## src/rtl/pci_tl_defs.sv

```systemverilog
// Shared transaction-layer definitions: control FSM encoding and default FIFO geometry.
package pci_tl_defs;

  typedef enum logic {
    ST_INIT   = 1'b0,
    ST_ACTIVE = 1'b1
  } tl_state_e;

  localparam int unsigned DefDataWidth = 6;
  localparam int unsigned DefAddrWidth = 4;
  localparam int unsigned DefNumVc     = 2;

endpackage

```

## src/rtl/vc_fifo_channel.sv

```systemverilog
// One virtual-channel queue: storage, pointers, occupancy count, flags and error.
// Macro VC_FIFO_STICKY_ERR_EN makes the error output latch until clear/reset.
module vc_fifo_channel
  import pci_tl_defs::*;
#(
  parameter int unsigned DATA_WIDTH = DefDataWidth,
  parameter int unsigned ADDR_WIDTH = DefAddrWidth
) (
  input  logic                  clk,
  input  logic                  reset,
  input  logic                  clear,
  input  logic                  wr_en,
  input  logic                  rd_en,
  input  logic [DATA_WIDTH-1:0] data_in,
  input  logic [ADDR_WIDTH-1:0] umbral_q,
  output logic [DATA_WIDTH-1:0] data_out,
  output logic                  valid_out,
  output logic                  full,
  output logic                  empty,
  output logic                  almost_full,
  output logic                  almost_empty,
  output logic                  error
);

  localparam int unsigned Depth = 2 ** ADDR_WIDTH;
  localparam logic [ADDR_WIDTH:0] DepthCnt = (ADDR_WIDTH + 1)'(Depth);

  logic [DATA_WIDTH-1:0] mem [Depth];
  logic [ADDR_WIDTH-1:0] wr_ptr_q, rd_ptr_q;
  logic [ADDR_WIDTH:0]   cnt_q, cnt_d;
  logic                  do_wr, do_rd, err_ev;

  always_comb begin
    full         = (cnt_q == DepthCnt);
    empty        = (cnt_q == '0);
    almost_full  = (cnt_q >= (DepthCnt - {1'b0, umbral_q}));
    almost_empty = (cnt_q <= {1'b0, umbral_q});
  end

  // A read on a full queue frees the slot the concurrent write lands in.
  // An empty queue never bypasses: the read underflows, the write is still stored.
  always_comb begin
    do_rd  = rd_en & ~clear & ~empty;
    do_wr  = wr_en & ~clear & (~full | do_rd);
    err_ev = ~clear & ((wr_en & full & ~do_rd) | (rd_en & empty));
    cnt_d  = cnt_q;
    unique case ({do_wr, do_rd})
      2'b10:   cnt_d = cnt_q + 1'b1;
      2'b01:   cnt_d = cnt_q - 1'b1;
      default: cnt_d = cnt_q;
    endcase
  end

  always_ff @(posedge clk or negedge reset) begin
    if (!reset) begin
      wr_ptr_q  <= '0;
      rd_ptr_q  <= '0;
      cnt_q     <= '0;
      data_out  <= '0;
      valid_out <= 1'b0;
      error     <= 1'b0;
    end else if (clear) begin
      wr_ptr_q  <= '0;
      rd_ptr_q  <= '0;
      cnt_q     <= '0;
      data_out  <= '0;
      valid_out <= 1'b0;
      error     <= 1'b0;
    end else begin
      if (do_wr) wr_ptr_q <= wr_ptr_q + 1'b1;
      if (do_rd) rd_ptr_q <= rd_ptr_q + 1'b1;
      cnt_q     <= cnt_d;
      data_out  <= do_rd ? mem[rd_ptr_q] : '0;
      valid_out <= do_rd;
`ifdef VC_FIFO_STICKY_ERR_EN
      error     <= error | err_ev;
`else
      error     <= err_ev;
`endif
    end
  end

  always_ff @(posedge clk) begin
    if (do_wr) mem[wr_ptr_q] <= data_in;
  end

endmodule

```

## src/rtl/vc_fifo_bank.sv

```systemverilog
// NUM_VC virtual-channel FIFO bank: control FSM, threshold capture and write steering.
// Macro VC_FIFO_STICKY_ERR_EN (in vc_fifo_channel) selects sticky vs pulsed error.
module vc_fifo_bank
  import pci_tl_defs::*;
#(
  parameter int unsigned DATA_WIDTH = DefDataWidth,
  parameter int unsigned ADDR_WIDTH = DefAddrWidth,
  parameter int unsigned NUM_VC     = DefNumVc,
  parameter int unsigned VC_SEL_W   = 1
) (
  input  logic                         clk,
  input  logic                         reset,
  input  logic                         init,
  input  logic                         wr_enable,
  input  logic [VC_SEL_W-1:0]          wr_vc,
  input  logic [DATA_WIDTH-1:0]        data_in,
  input  logic [NUM_VC-1:0]            rd_enable,
  input  logic [NUM_VC*ADDR_WIDTH-1:0] umbral,
  output logic [NUM_VC*DATA_WIDTH-1:0] data_out,
  output logic [NUM_VC-1:0]            valid_out,
  output logic [NUM_VC-1:0]            full,
  output logic [NUM_VC-1:0]            empty,
  output logic [NUM_VC-1:0]            almost_full,
  output logic [NUM_VC-1:0]            almost_empty,
  output logic [NUM_VC-1:0]            error
);

  tl_state_e                    state_q, state_d;
  logic [NUM_VC*ADDR_WIDTH-1:0] umbral_q;
  logic                         clear;

  always_ff @(posedge clk or negedge reset) begin
    if (!reset) state_q <= ST_INIT;
    else        state_q <= state_d;
  end

  always_comb begin
    state_d = state_q;
    unique case (state_q)
      ST_INIT:   if (init)  state_d = ST_ACTIVE;
      ST_ACTIVE: if (!init) state_d = ST_INIT;
      default:   state_d = ST_INIT;
    endcase
  end

  // Dropping init clears on the same edge, not one cycle later.
  always_comb begin
    clear = (state_q != ST_ACTIVE) | ~init;
  end

  always_ff @(posedge clk or negedge reset) begin
    if (!reset)                 umbral_q <= '0;
    else if (state_q == ST_INIT) umbral_q <= umbral;
  end

  for (genvar k = 0; k < NUM_VC; k++) begin : g_vc
    logic wr_sel;
    // Out-of-range wr_vc matches no lane, so the word is silently dropped.
    assign wr_sel = wr_enable & (wr_vc == VC_SEL_W'(k));

    vc_fifo_channel #(
      .DATA_WIDTH (DATA_WIDTH),
      .ADDR_WIDTH (ADDR_WIDTH)
    ) u_channel (
      .clk          (clk),
      .reset        (reset),
      .clear        (clear),
      .wr_en        (wr_sel),
      .rd_en        (rd_enable[k]),
      .data_in      (data_in),
      .umbral_q     (umbral_q[k*ADDR_WIDTH +: ADDR_WIDTH]),
      .data_out     (data_out[k*DATA_WIDTH +: DATA_WIDTH]),
      .valid_out    (valid_out[k]),
      .full         (full[k]),
      .empty        (empty[k]),
      .almost_full  (almost_full[k]),
      .almost_empty (almost_empty[k]),
      .error        (error[k])
    );
  end

endmodule
```

## config.mk

```make
export PLATFORM = sky130hd
export DESIGN_NAME = vc_fifo_bank
export DESIGN_NICKNAME = d
export VERILOG_FILES = /design/src/rtl/pci_tl_defs.sv /design/src/rtl/vc_fifo_channel.sv /design/src/rtl/vc_fifo_bank.sv
export SDC_FILE = /design/constraint.sdc
export NUM_CORES = 1
export LEC_CHECK = 0
export ABC_AREA = 1
export CAP_MARGIN = 30
export CORE_UTILIZATION = 55
export CTS_CLUSTER_SIZE = 8
export DETAILED_ROUTE_END_ITERATION = 10
export PLACE_DENSITY_LB_ADDON = 0.25
export SLEW_MARGIN = 5
export SYNTH_ARGS = -nofsm -noshare
export SYNTH_HDL_FRONTEND = slang
export SYNTH_SLANG_ARGS = --single-unit
```

## constraint.sdc

```tcl
create_clock -name clk -period 2.1 [get_ports clk]
set_input_delay 0.315 -clock clk [delete_from_list [all_inputs] [get_ports clk]]
set_output_delay 0.315 -clock clk [all_outputs]
set_load 0.05 [all_outputs]
```

==> results.json, run 1 <==
{
  "dpl_worst_slack_ps": -167,
  "grt_pass1_vias": 7756,
  "slowest_delay_ps": 360,
  "grt_overflow": 0,
  "final_cell_area_um2": 13600,
  "seqPwrFrac_pct": 44.3,
  "fmax_mhz": 400,
  "synth.top_cell.area_share_pct": 52.4,
  "place_area_um2": 12100,
  "start_util_pct": 56.3,
  "met2_usage_pct": 39.7,
  "drv_slew": 0,
  "drt_iter0_drc": 542,
  "synthCells": 1034,
  "critPathBufInv": 2,
  "fin_util_pct": 69.7,
  "worst_setup_path_end_kind": "output port",
  "nFillCells": 1392,
  "dieArea_um2": 20600,
  "grt.busiest_layer": "met2",
  "worst_pin_slew_ps": 785,
  "cts_tree": "yes",
  "synth_cell_types": 35,
  "drt_pass1_iterations": 5,
  "cp.arrival_ps": 2180,
  "cell_internal_pwr_uw": 9090,
  "core_area_um2": 19500,
  "synth_largest_area_cell": "edfxtp_1",
  "drc_errors": 0,
  "vias_per_cell": 5.39,
  "row_count": 51,
  "status": "finished with violations",
  "numCtsBuffers": 36,
  "fin_crit_sh_pct": 119,
  "combPwrFrac_pct": 11.4,
  "synth-seq-cells": 243,
  "crit_chain": "inv_2 > ha_4 > xor2_2 > ha_1 > a21oi_2 > o2111ai_2 > buf_12",
  "grt_use_total_pct": 24.9,
  "grt_max_degree": 58,
  "skew_ps": 13.7,
  "die_w_um": 143,
  "yosys_warnings": 0,
  "wl_per_cell_um": 16.8,
  "h-tree-depth": 2,
  "syn_nets": 1091,
  "setup_viol": 4,
  "grt_util_met3_pct": 4.80,
  "ys_top_cells_by_area": "edfxtp_1 (52%), dfrtp_1 (12%), nand2_1 (7.5%)",
  "cap_viol_max_count": 0,
  "crit_type": "register to output port",
  "gp_congestion": 0.853,
  "cp.depth": 7,
  "die_h_um": 143,
  "cp_top_family": "adder cells",
  "antenna_found_initial": 0,
  "insertion_delay_ps": 490,
  "avgSynthCellArea_um2": 10.6,
  "rr_worst_depth": 13,
  "p_leak_uw": 0.00549,
  "rsz0062_at_grt": "true",
  "required_ps": 1780,
  "min_period_ps": 2500,
  "power.density_nw_per_um2": 875,
  "syn_area_um2": 11000,
  "vias": 7843,
  "fin_ws_ps": -398,
  "port_buffers": 44,
  "clk_pin_slew_ps": 50,
  "io-pin-count": 45,
  "violations": "setup timing",
  "grt_pass1_wl_um": 39000,
  "clockPowerShare_pct": 44.2,
  "critPathMaxFanout": 3,
  "cts_root_buffer": "clkbuf_16",
  "drive_above_1_share_pct": 18.5,
  "layout.nets": 1223,
  "critPathLaunchType": "register",
  "ant_nets": 0,
  "drt_wl_total_um": 24500,
  "switching_share_pct": 23.7,
  "syn_to_final_growth_pct": 23.8,
  "hold_viol": 0,
  "vdd_drop_max_uv": 550,
  "antenna_cells": 0,
  "clock_sinks": 243,
  "power_switching_uw": 2820,
  "hold_class": "primary input to async pin",
  "yosysSeqAreaShare_pct": 64.0,
  "critPathSlowestCell": "dfrtp_1",
  "place_hpwl_um": 14600,
  "clockBufferDepth": 3,
  "grtUsageMet1_pct": 33.9,
  "slew_headroom_pct": 47.5
}
-- kinds of logic (layout without fill, tap and decap cells) --
logic type | Yosys count | count (layout) | share of synthesized area [%]
buffers and inverters | 138 | 294 | 6.02
adders and majority gates | 36 | 36 | 4.23
DFF | 243 | 243 | 64.0
and+or+nand+nor | 498 | 498 | 19.4
AOI/OAI and AO/OA | 107 | 107 | 5.40
xor gates and xnor gates | 12 | 12 | 0.956
-- power by group through the flow --
stage | combinational, µW | clock (µW) | sequential, µW
after floorplan | 850 | 0 | 5370
after global placement | 1210 | 0 | 5360
after detailed placement | 1230 | 0 | 5360
after CTS | 1300 | 5320 | 5280
after global routing | 1520 | 5530 | 5280
final | 1360 | 5270 | 5280
-- path summary, 6_finish.rpt --
path	startpoint	end	slack [ps]
max	umbral_q[4]$_DFFE_PN0N_	almost_full[1]	-400
max reg2reg	g_vc[0].u_channel.cnt_q[1]$_DFFE_PN0P_	g_vc[0].u_channel.cnt_q[3]$_DFFE_PN0P_	30
min reg2reg	g_vc[0].u_channel.wr_ptr_q[0]$_DFFE_PN0P_	g_vc[0].u_channel.wr_ptr_q[0]$_DFFE_PN0P_	570
min	reset	umbral_q[1]$_DFFE_PN0N_	360
min in group clk	init	state_q$_DFF_PN0_	370
max in group asynchronous	reset	g_vc[1].u_channel.cnt_q[0]$_DFFE_PN0P_	1440
-- synthesized netlist by cell type (all sizes together) --
| cell | instances |
|---|---|
| a21boi | 1 |
| a21oi | 37 |
| a22oi | 1 |
| buf | 45 |
| clkbuf | 7 |
| clkinv | 2 |
| dfrtp | 51 |
| edfxtp | 192 |
| fa | 2 |
| ha | 34 |
| inv | 84 |
| nand2 | 221 |
| nand3 | 120 |
| nand3b | 3 |
| nand4 | 6 |
| nor2 | 130 |
| nor3 | 18 |
| o2111ai | 2 |
| o211ai | 12 |
| o21ai | 52 |
| o31ai | 2 |
| xnor2 | 4 |
| xor2 | 8 |
-- final cells by class --
type                       instances  area (µm²)  area share (%)
clock buffer                      61        1020            7.46
clock inverter                     1        30.0           0.221
inverter                          86         329            2.42
multi-input combinational        653        3570            26.2
sequential                       243        7050            51.8
tap                              265         332            2.44
timing repair buffer             146        1290            9.48
-- registers in the layout (all words and copies together) (netlist names) --
signal	cells
umbral_q	8
state_q	1
g_vc.u_channel.error	2
g_vc.u_channel.data_out	12
g_vc.u_channel.wr_ptr_q	8
g_vc.u_channel.cnt_q	10
g_vc.u_channel.rd_ptr_q	8
g_vc.u_channel.valid_out	2
g_vc.u_channel.mem	192
-- stage by stage --
step	hold slack (ps)	total power (µW)	TNS (ps)	std cells
final	358	11900	-902	1455
after global routing	361	12300	-1330	1455
after CTS	353	11900	-765	1443
after detailed placement	336	6590	-6440	1371
after global placement	333	6570	-1130	1371
after floorplan	19.4	6220	0	1034
-- cell usage in the layout, fill, tap and decap left out, types with 6 or more instances in the layout --
cell             netlist  routed
inv_1                 76      65
edfxtp_1             192     192
clkbuf_16              0      37
nand4_1                6       6
o21ai_1                6       7
xor2_1                 8       7
o21ai_0               46      45
clkdlybuf4s50_1        0      35
nor2_1               126     121
clkbuf_1               7      24
inv_2                  7      17
dfrtp_1               51      47
a21oi_1               36      29
nand3_1              116     111
nor3_1                18      18
o211ai_1              12      12
nand3_2                4       9
nand2_1              219     217
ha_1                  34      20
buf_4                 24      99
buf_12                 0       8
a21oi_2                0       7
ha_4                   0      14
-- layer usage --
| metal | share of wire, % | up-vias | routed length [µm] |
|---|---|---|---|
| met5 | 0 | - | 0 |
| met4 | 2.6 | 0 | 642 |
| met3 | 6.9 | 49 | 1700 |
| met2 | 47 | 302 | 11500 |
| met1 | 44 | 3711 | 10700 |
| li1 | - | 3781 | - |
-- what timing repair did --
| item | 4_1_cts | 5_1_grt |
|---|---|---|
| hold buffers | 1 | 0 |
| buffers inserted | 9 | 13 |
| resized for setup | 36 | 25 |
| hold endpoints to repair | 51 | 0 |
| endpoints found under the setup margin | 4 | 10 |
| pin swaps | 14 | 16 |
-- worst min-delay path: cells and delay by family --
family   cells  cell delay (ps)
buf+inv      3              920
No activity file was read; power rests on OpenSTA's default activity.
==> run 2, diff against run 1 <==
--- a/config.mk
+++ b/config.mk
@@ -6,11 +6,11 @@
 export NUM_CORES = 1
 export LEC_CHECK = 0
 export ABC_AREA = 1
-export CAP_MARGIN = 30
 export CORE_UTILIZATION = 55
 export CTS_CLUSTER_SIZE = 8
 export DETAILED_ROUTE_END_ITERATION = 10
 export PLACE_DENSITY_LB_ADDON = 0.25
+export SKIP_CTS_REPAIR_TIMING = 1
 export SLEW_MARGIN = 5
 export SYNTH_ARGS = -nofsm -noshare
 export SYNTH_HDL_FRONTEND = slang
==> results.json, run 2 (synthesis gave the netlist of run 1 again) <==
{
  "cp.depth": 9,
  "fin_util_pct": 68.8,
  "antenna_cells": 0,
  "vias_per_cell": 5.40,
  "place_area_um2": 12100,
  "min_period_ps": 2480,
  "start_util_pct": 56.3,
  "fin_ws_ps": -378,
  "crit_chain": "inv_2 > nand3_2 > xor2_1 > ha_1 > nand2_2 > inv_1 > nand4_1 > o2111ai_2 > buf_12",
  "final_common_cell": "nand2_1",
  "slew_headroom_pct": 47.1,
  "slowest_delay_ps": 390,
  "insertion_delay_ps": 490,
  "clockBufferDepth": 3,
  "gp_congestion": 0.853,
  "cts_tree": "yes",
  "final_cell_mix": "nand2_1 (217), edfxtp_1 (192), nor2_1 (123), nand3_1 (111), buf_4 (88)",
  "drt_pass1_iterations": 5,
  "power.density_nw_per_um2": 881,
  "largestRegisters": "g_vc.u_channel.mem: 192 flops, g_vc.u_channel.data_out: 12 flops, g_vc.u_channel.cnt_q: 10 flops",
  "drive_above_1_share_pct": 17.0,
  "die_h_um": 143,
  "status": "finished with violations",
  "drt_iter0_drc": 532,
  "grt_max_degree": 58,
  "wl_per_cell_um": 16.6,
  "row_count": 51,
  "rr_worst_depth": 13,
  "rsz0062_at_grt": "true",
  "core_area_um2": 19500,
  "hold_viol": 0,
  "worst_pin_slew_ps": 790,
  "layout.nets": 1212,
  "die_w_um": 143,
  "clock_sinks": 243,
  "critPathBufInv": 3,
  "regMostFlops": "g_vc.u_channel.mem",
  "critPathLaunchType": "register",
  "drt_wl_total_um": 24000,
  "h-tree-depth": 2,
  "hold_class": "primary input to async pin",
  "skew_ps": 15.3,
  "p_leak_uw": 0.00544,
  "crit_type": "register to output port",
  "cp_top_family": "flip-flops",
  "io-pin-count": 45,
  "vias": 7796,
  "port_buffers": 44,
  "drc_errors": 0,
  "required_ps": 1780,
  "fin_crit_sh_pct": 118,
  "grt_use_total_pct": 24.5,
  "critPathMaxFanout": 3,
  "cp.arrival_ps": 2160,
  "ant_nets": 0,
  "grt_pass1_wl_um": 38300,
  "syn_to_final_growth_pct": 22.2,
  "cap_viol_max_count": 0,
  "whs_ps": 363,
  "final_cell_area_um2": 13400,
  "setup_viol": 4,
  "place_hpwl_um": 14600,
  "critPathSlowestCell": "dfrtp_1",
  "grt_overflow": 0,
  "worst_setup_path_end_kind": "output port",
  "fmax_mhz": 404,
  "numCtsBuffers": 36,
  "clk_pin_slew_ps": 50,
  "dieArea_um2": 20600,
  "drv_slew": 0,
  "largest_reg_flops": 192,
  "antenna_found_initial": 0,
  "vdd_drop_max_uv": 471,
  "violations": "setup timing",
  "cts_root_buffer": "clkbuf_16",
  "grt_pass1_vias": 7598
}
[run 2: cell types whose count changed in the layout (fill, tap and decap cells not counted), sizes merged]
cell and change:
buf -11
[run 2: layer usage]
layer,global-route usage (%),vias up,share of wire (%)
met4,10.4,0,2.9
met3,4.83,56,7.0
li1,-,3763,-
met2,38.1,301,47
met1,33.7,3676,44
met5,0,-,0
[run 2: path summary, 6_finish.rpt]
check | from | end | slack (ps)
setup / recovery | umbral_q[4]$_DFFE_PN0N_ | almost_full[1] | -380
hold / removal | reset | umbral_q[1]$_DFFE_PN0N_ | 360
setup reg to reg | g_vc[1].u_channel.cnt_q[3]$_DFFE_PN0P_ | g_vc[1].u_channel.cnt_q[4]$_DFFE_PN0P_ | 160
hold reg to reg | umbral_q[1]$_DFFE_PN0N_ | umbral_q[1]$_DFFE_PN0N_ | 560
max in group asynchronous | reset | g_vc[1].u_channel.cnt_q[3]$_DFFE_PN0P_ | 1440
min in group clk | init | state_q$_DFF_PN0_ | 360
[run 2: worst reg2reg max path, delay by kind of cell, from the launching register on]
kind                     cells  cell delay (ps)
AND/OR/NAND/NOR             10              770
flip-flops                   1              480
adder cells (fa/ha/maj)      1              330
AO/OA/AOI/OAI                1              160
buffers and inverters        1               90
[run 2: where the power goes]
group | total (µW) | leakage (µW) | switching, µW | internal [µW]
Clock | 5260 | 0.000498 | 1890 | 3370
Combinational | 1300 | 0.00254 | 874 | 430
Sequential | 5280 | 0.00240 | 28.8 | 5250
[run 2: cell type report]
cell class | count | area (µm²)
inverters | 86 | 327
clock inverters | 1 | 30.0
flip-flops and latches | 243 | 7050
repair buffers | 135 | 1210
clock buffers | 61 | 1020
well taps | 265 | 332
multi-input cells | 653 | 3480
fillers | 1417 | 6090
[run 2: stage by stage]
stage | std cells | total power [µW] | setup TNS, ps | setup slack, ps
2_1_floorplan | 1034 | 6220 | 0 | 229
3_3_place_gp | 1371 | 6570 | -1130 | -84.6
3_5_place_dp | 1371 | 6590 | -6440 | -167
4_1_cts | 1433 | 11800 | -1290 | -462
5_1_grt | 1444 | 12300 | -1240 | -478
6_report | 1444 | 11800 | -872 | -378
==> run 3, diff against run 2 <==
--- a/config.mk
+++ b/config.mk
@@ -9,6 +9,8 @@
 export CORE_UTILIZATION = 55
 export CTS_CLUSTER_SIZE = 8
 export DETAILED_ROUTE_END_ITERATION = 10
+export DONT_BUFFER_PORTS = 1
+export GPL_ROUTABILITY_DRIVEN = 0
 export PLACE_DENSITY_LB_ADDON = 0.25
 export SKIP_CTS_REPAIR_TIMING = 1
 export SLEW_MARGIN = 5
==> results.json, run 3 (synthesis gave the netlist of run 1 again) <==
{
  "worst_setup_path_end_kind": "output port",
  "rr_worst_depth": 13,
  "largestRegisters": "g_vc.u_channel.mem: 192 flops, g_vc.u_channel.data_out: 12 flops, g_vc.u_channel.cnt_q: 10 flops",
  "final_cells": 1404,
  "cts_root_buffer": "clkbuf_16",
  "crit_type": "register to output port",
  "port_buffers": 0,
  "clk_pin_slew_ps": 50,
  "drt_wl_total_um": 24300,
  "whs_endpoint": "umbral_q[5]$_DFFE_PN0N_",
  "power.density_nw_per_um2": 895,
  "syn_to_final_growth_pct": 19.1,
  "fmax_mhz": 416,
  "met1_length_um": 10700,
  "top_layer": "met4",
  "rsz0062_at_grt": "true",
  "final_common_cell": "nand2_1",
  "vias_per_cell": 5.46,
  "wl_met2_um": 11300,
  "hold_class": "primary input to register",
  "wl_per_cell_um": 17.3,
  "clock_sinks": 243,
  "place_hpwl_um": 14200,
  "r2r_setup_slack_ps": 90,
  "start_util_pct": 56.3,
  "vias": 7664,
  "insertion_delay_ps": 490,
  "row_count": 51,
  "skew_ps": 17.8,
  "min_period_ps": 2400,
  "dieArea_um2": 20600,
  "setup_viol": 4,
  "violations": "hold timing, setup timing",
  "vdd_drop_max_uv": 531,
  "hold_start": "umbral[5]",
  "drv_slew": 0,
  "fin_crit_sh_pct": 114,
  "critPathLaunchType": "register",
  "antenna_cells": 0,
  "cp.arrival_ps": 2090,
  "die_h_um": 143,
  "fin_ws_ps": -301,
  "antenna_found_initial": 0,
  "whs_ps": -5.82,
  "drc_errors": 0,
  "cap_viol_max_count": 0,
  "regMostFlops": "g_vc.u_channel.mem",
  "numCtsBuffers": 36,
  "placed_cells": 1307,
  "worst_pin_slew_ps": 790,
  "critPathMaxFanout": 3,
  "met3_length_um": 1820,
  "dpl_worst_slack_ps": -16.3,
  "required_ps": 1780,
  "core_area_um2": 19500,
  "worst_hold_path.num_cells": 2,
  "grt_use_total_pct": 23.9,
  "die_w_um": 143,
  "ant_nets": 0,
  "hold_viol": 3,
  "final_cell_area_um2": 13100,
  "nFillCells": 1481,
  "crit_start": "umbral_q[4]$_DFFE_PN0N_",
  "drt_pass1_iterations": 6,
  "grt_pass1_vias": 7213,
  "grt_pass1_wl_um": 37400,
  "drt_iter0_drc": 573,
  "status": "finished with violations",
  "grt_overflow": 0,
  "r2r-end": "g_vc[0].u_channel.cnt_q[4]$_DFFE_PN0P_",
  "final_cell_mix": "nand2_1 (217), edfxtp_1 (192), nor2_1 (122), nand3_1 (111), buf_4 (76)",
  "drive_above_1_share_pct": 16.4,
  "grt_max_degree": 52,
  "layout.nets": 1172,
  "finalSetupTns_ps": -959,
  "io-pin-count": 45,
  "h-tree-depth": 2,
  "largest_reg_flops": 192,
  "cts_tree": "yes",
  "clockBufferDepth": 3,
  "p_leak_uw": 0.00525,
  "regToRegStartpoint": "g_vc[0].u_channel.cnt_q[1]$_DFFE_PN0P_",
  "place_area_um2": 11500,
  "slew_headroom_pct": 47.2
}
[run 3: cell count changes in the layout (fill, tap and decap cells not counted), moves of 3 or more]
cell / change
a21oi_1: +3
clkdlybuf4s50_1: -35
buf_4: -12
a21oi_2: -3
ha_4: +4
ha_1: -4
dlygate4sd3_1: +6
[run 3: worst max-delay path by stage]
stage / end / slack [ps] / depth (start not counted)
finish: almost_full[1] / -300 / 9
global route: almost_full[1] / -390 / 7
CTS: almost_full[0] / -400 / 9
detailed placement: g_vc[1].u_channel.cnt_q[4]$_DFFE_PN0P_ / -20 / 13
global placement: g_vc[1].u_channel.cnt_q[4]$_DFFE_PN0P_ / 90 / 13
floorplan: g_vc[1].u_channel.cnt_q[4]$_DFFE_PN0P_ / 230 / 13
[run 3: metrics by stage]
| step | hold WS, ps | total power [µW] | utilization (%) |
|---|---|---|---|
| 3_3_place_gp | 20.7 | 6390 | 58.7 |
| 4_1_cts | -506 | 11600 | 63.9 |
| 5_1_grt | 2.39 | 12100 | 67.1 |
| 2_1_floorplan | 19.4 | 6220 | - |
| 3_5_place_dp | 20.7 | 6410 | 58.7 |
| 6_report | -5.82 | 11700 | 67.1 |
[run 3: area by class of cell]
cell class	count	area (µm²)	area share, %
flip-flops and latches	243	7040	53.8
multi-input cells	653	3510	26.8
repair buffers	95	853	6.52
clock buffers	61	1020	7.76
clock inverters	1	7.51	0.0573
well taps	265	332	2.53
inverters	86	330	2.52
[run 3: power by group]
| part | total, µW | switching, µW | internal (µW) | leakage, µW |
|---|---|---|---|---|
| combinational | 1240 | 844 | 401 | 0.00236 |
| clock | 5180 | 1930 | 3250 | 0.000484 |
| sequential | 5300 | 49.5 | 5250 | 0.00241 |
[run 3: worst max-delay path, stage by stage, from the launching register on]
cell and delay (ps):
dfrtp_1 390, inv_2 100, nand3_2 80, xor2_1 160
ha_1 340, nand2_2 100, inv_2 40, nand4_1 80
o2111ai_2 120, buf_6 180
[run 3: layer usage]
layer,up-vias,track usage [%]
met4,0,6.61
met5,-,0
li1,3684,-
met1,3646,34.1
met2,298,37.9
met3,36,4.30
==> edit (settings of run 1) <==
Build with the macro `VC_FIFO_STICKY_ERR_EN` defined.
--- a/src/rtl/vc_fifo_channel.sv
+++ b/src/rtl/vc_fifo_channel.sv
@@ -1,5 +1,7 @@
 // One virtual-channel queue: storage, pointers, occupancy count, flags and error.
 // Macro VC_FIFO_STICKY_ERR_EN makes the error output latch until clear/reset.
+`define VC_FIFO_STICKY_ERR_EN
+
 module vc_fifo_channel
   import pci_tl_defs::*;
 #(
Behaviour: not the same (Yosys sat finds a counterexample within 4 cycles, from zero or initial values and one cycle with reset low).
==> edit against run 1 <==
The flow still finishes with violations (negative setup slack); area after synthesis fell by 0.81%; wire length rose by 2.0%; non-clock buffer count fell by 6; worst hold slack got worse by 24 ps; cell area fell by 1.3%; die area fell by 0.79%; sequential cell count did not move; worst setup slack improved by 48 ps; utilization fell by 0.70 points; critical path depth did not move; largest cell class unchanged.
Power is not compared: it rests on default switching activity, and its combinational part moved more than twofold at a synthesized area within 25%.
==> edit: results (changes against run 1) <==
| Metric | Value |
|---|---|
| Status | `finished with violations` |
| Failing checks | `negative setup slack` |
| # nets final | `1209 (-1.1%)` |
| Largest net degree at the start of global routing | `55 (-5.2%)` |
| Worst stage delay on the critical path | `400 ps (+40 ps)` |
| Worst slew pin tran | `542 ps (-243 ps)` |
| Vias post-DR | `7741 (-1.3%)` |
| Skew final | `16.6 ps (+2.99 ps)` |
| Unique masters post-synth | `32 (-8.6%)` |
| Final setup margin | `-350 ps (+48.1 ps)` |
| GPL Wtd Cong | `0.879 (+3.0%)` |
| Initial DRC count | `691 (+27%)` |
| Pre-CTS WS | `-232 ps (-65.3 ps)` |
| Clock latency on the worst-skew pair | `510 ps (+20 ps)` |
| # setup viols final | `4 (unchanged)` |
| Hpwl dp | `15300 µm (+4.6%)` |
| Top cells by area, synth | `edfxtp_1 53%, dfrtp_1 12%, nand2_1 7.4%` |
| Syn nets | `1081 (-0.92%)` |
| Worst hold path type | `primary input to flop` |
| Synth cell count leaders | `215 x nand2_1, 192 x edfxtp_1, 128 x nor2_1` |
| WP data arrival | `2140 ps (-40 ps)` |
| Tot GR Track Use | `0.258 (+0.00878)` |
| First-pass GRT wire length | `39700 µm (+1.6%)` |
| Vias in the first global route | `7627 (-1.7%)` |
| Slowest CP cell | `dfrtp_1` |
-- edit: cell types whose count changed in the layout (fill, tap and decap cells not counted), sizes merged, moves of 3 or more --
cell / run 1 / this run
nand3: 120 / 111
buf: 110 / 104
nor2: 130 / 134
inv: 84 / 79
o21ai: 52 / 57
nand2: 221 / 217
a21oi: 37 / 40
-- edit: per-layer routing --
layer	vias to the layer above	global-route usage	share of wire
li1	3748	-	-
met1	3677	0.352	0.44
met2	250	0.411	0.47
met3	66	0.0416	0.055
met4	0	0.114	0.033
met5	-	0	0
-- edit: kinds of logic after synthesis --
logic type,synth area share
buf+inv,0.0528
xor+xnor,0.00883
compound gates,0.0582
flops,0.646
fa+ha+maj,0.0427
simple gates,0.192
-- edit: cell type report --
class,count,area (µm²)
clock buffer,63,1020
clock inverter,3,25.0
fill,1401,6030
inverter,77,289
multi-input combinational,654,3470
sequential,243,7040
tap,265,332
timing repair buffer,140,1250
-- edit: repair_timing --
item,4_1_cts,5_1_grt
endpoints found under the hold margin,51,0
hold buffers,1,0
setup buffers,4,6
pin swaps,13,7
resized for setup,34,13
endpoints found under the setup margin,4,7
-- edit: where the power goes --
part           switching (mW)  internal (mW)
clock                    1.99           3.29
sequential             0.0191           5.24
combinational           0.398          0.240
-- edit: final timing paths --
kind	endpoint	slack, ps
max	almost_full[1]	-350
min	state_q$_DFF_PN0_	330
max reg2reg	g_vc[0].u_channel.cnt_q[4]$_DFFE_PN0P_	150
min reg2reg	g_vc[1].u_channel.error$_DFF_PN0_	560
max in group asynchronous	g_vc[1].u_channel.rd_ptr_q[1]$_DFFE_PN0P_	1480
min in group asynchronous	g_vc[0].u_channel.rd_ptr_q[3]$_DFFE_PN0P_	350
-- edit: critical path: cells and delay by family (launching register included) --
kind | cells | cell delay (ps)
adder cells (fa/ha/maj) | 2 | 450
buffers and inverters | 2 | 290
flip-flops | 1 | 400
AO/OA/AOI/OAI | 2 | 320
XOR/XNOR | 1 | 170
-- edit: through the flow --
step | cells | setup TNS [ps]
finish | 1445 | -1040
global route | 1445 | -1310
global placement | 1369 | -10430
detailed placement | 1369 | -13960
CTS | 1440 | -860
floorplan | 1024 | 0
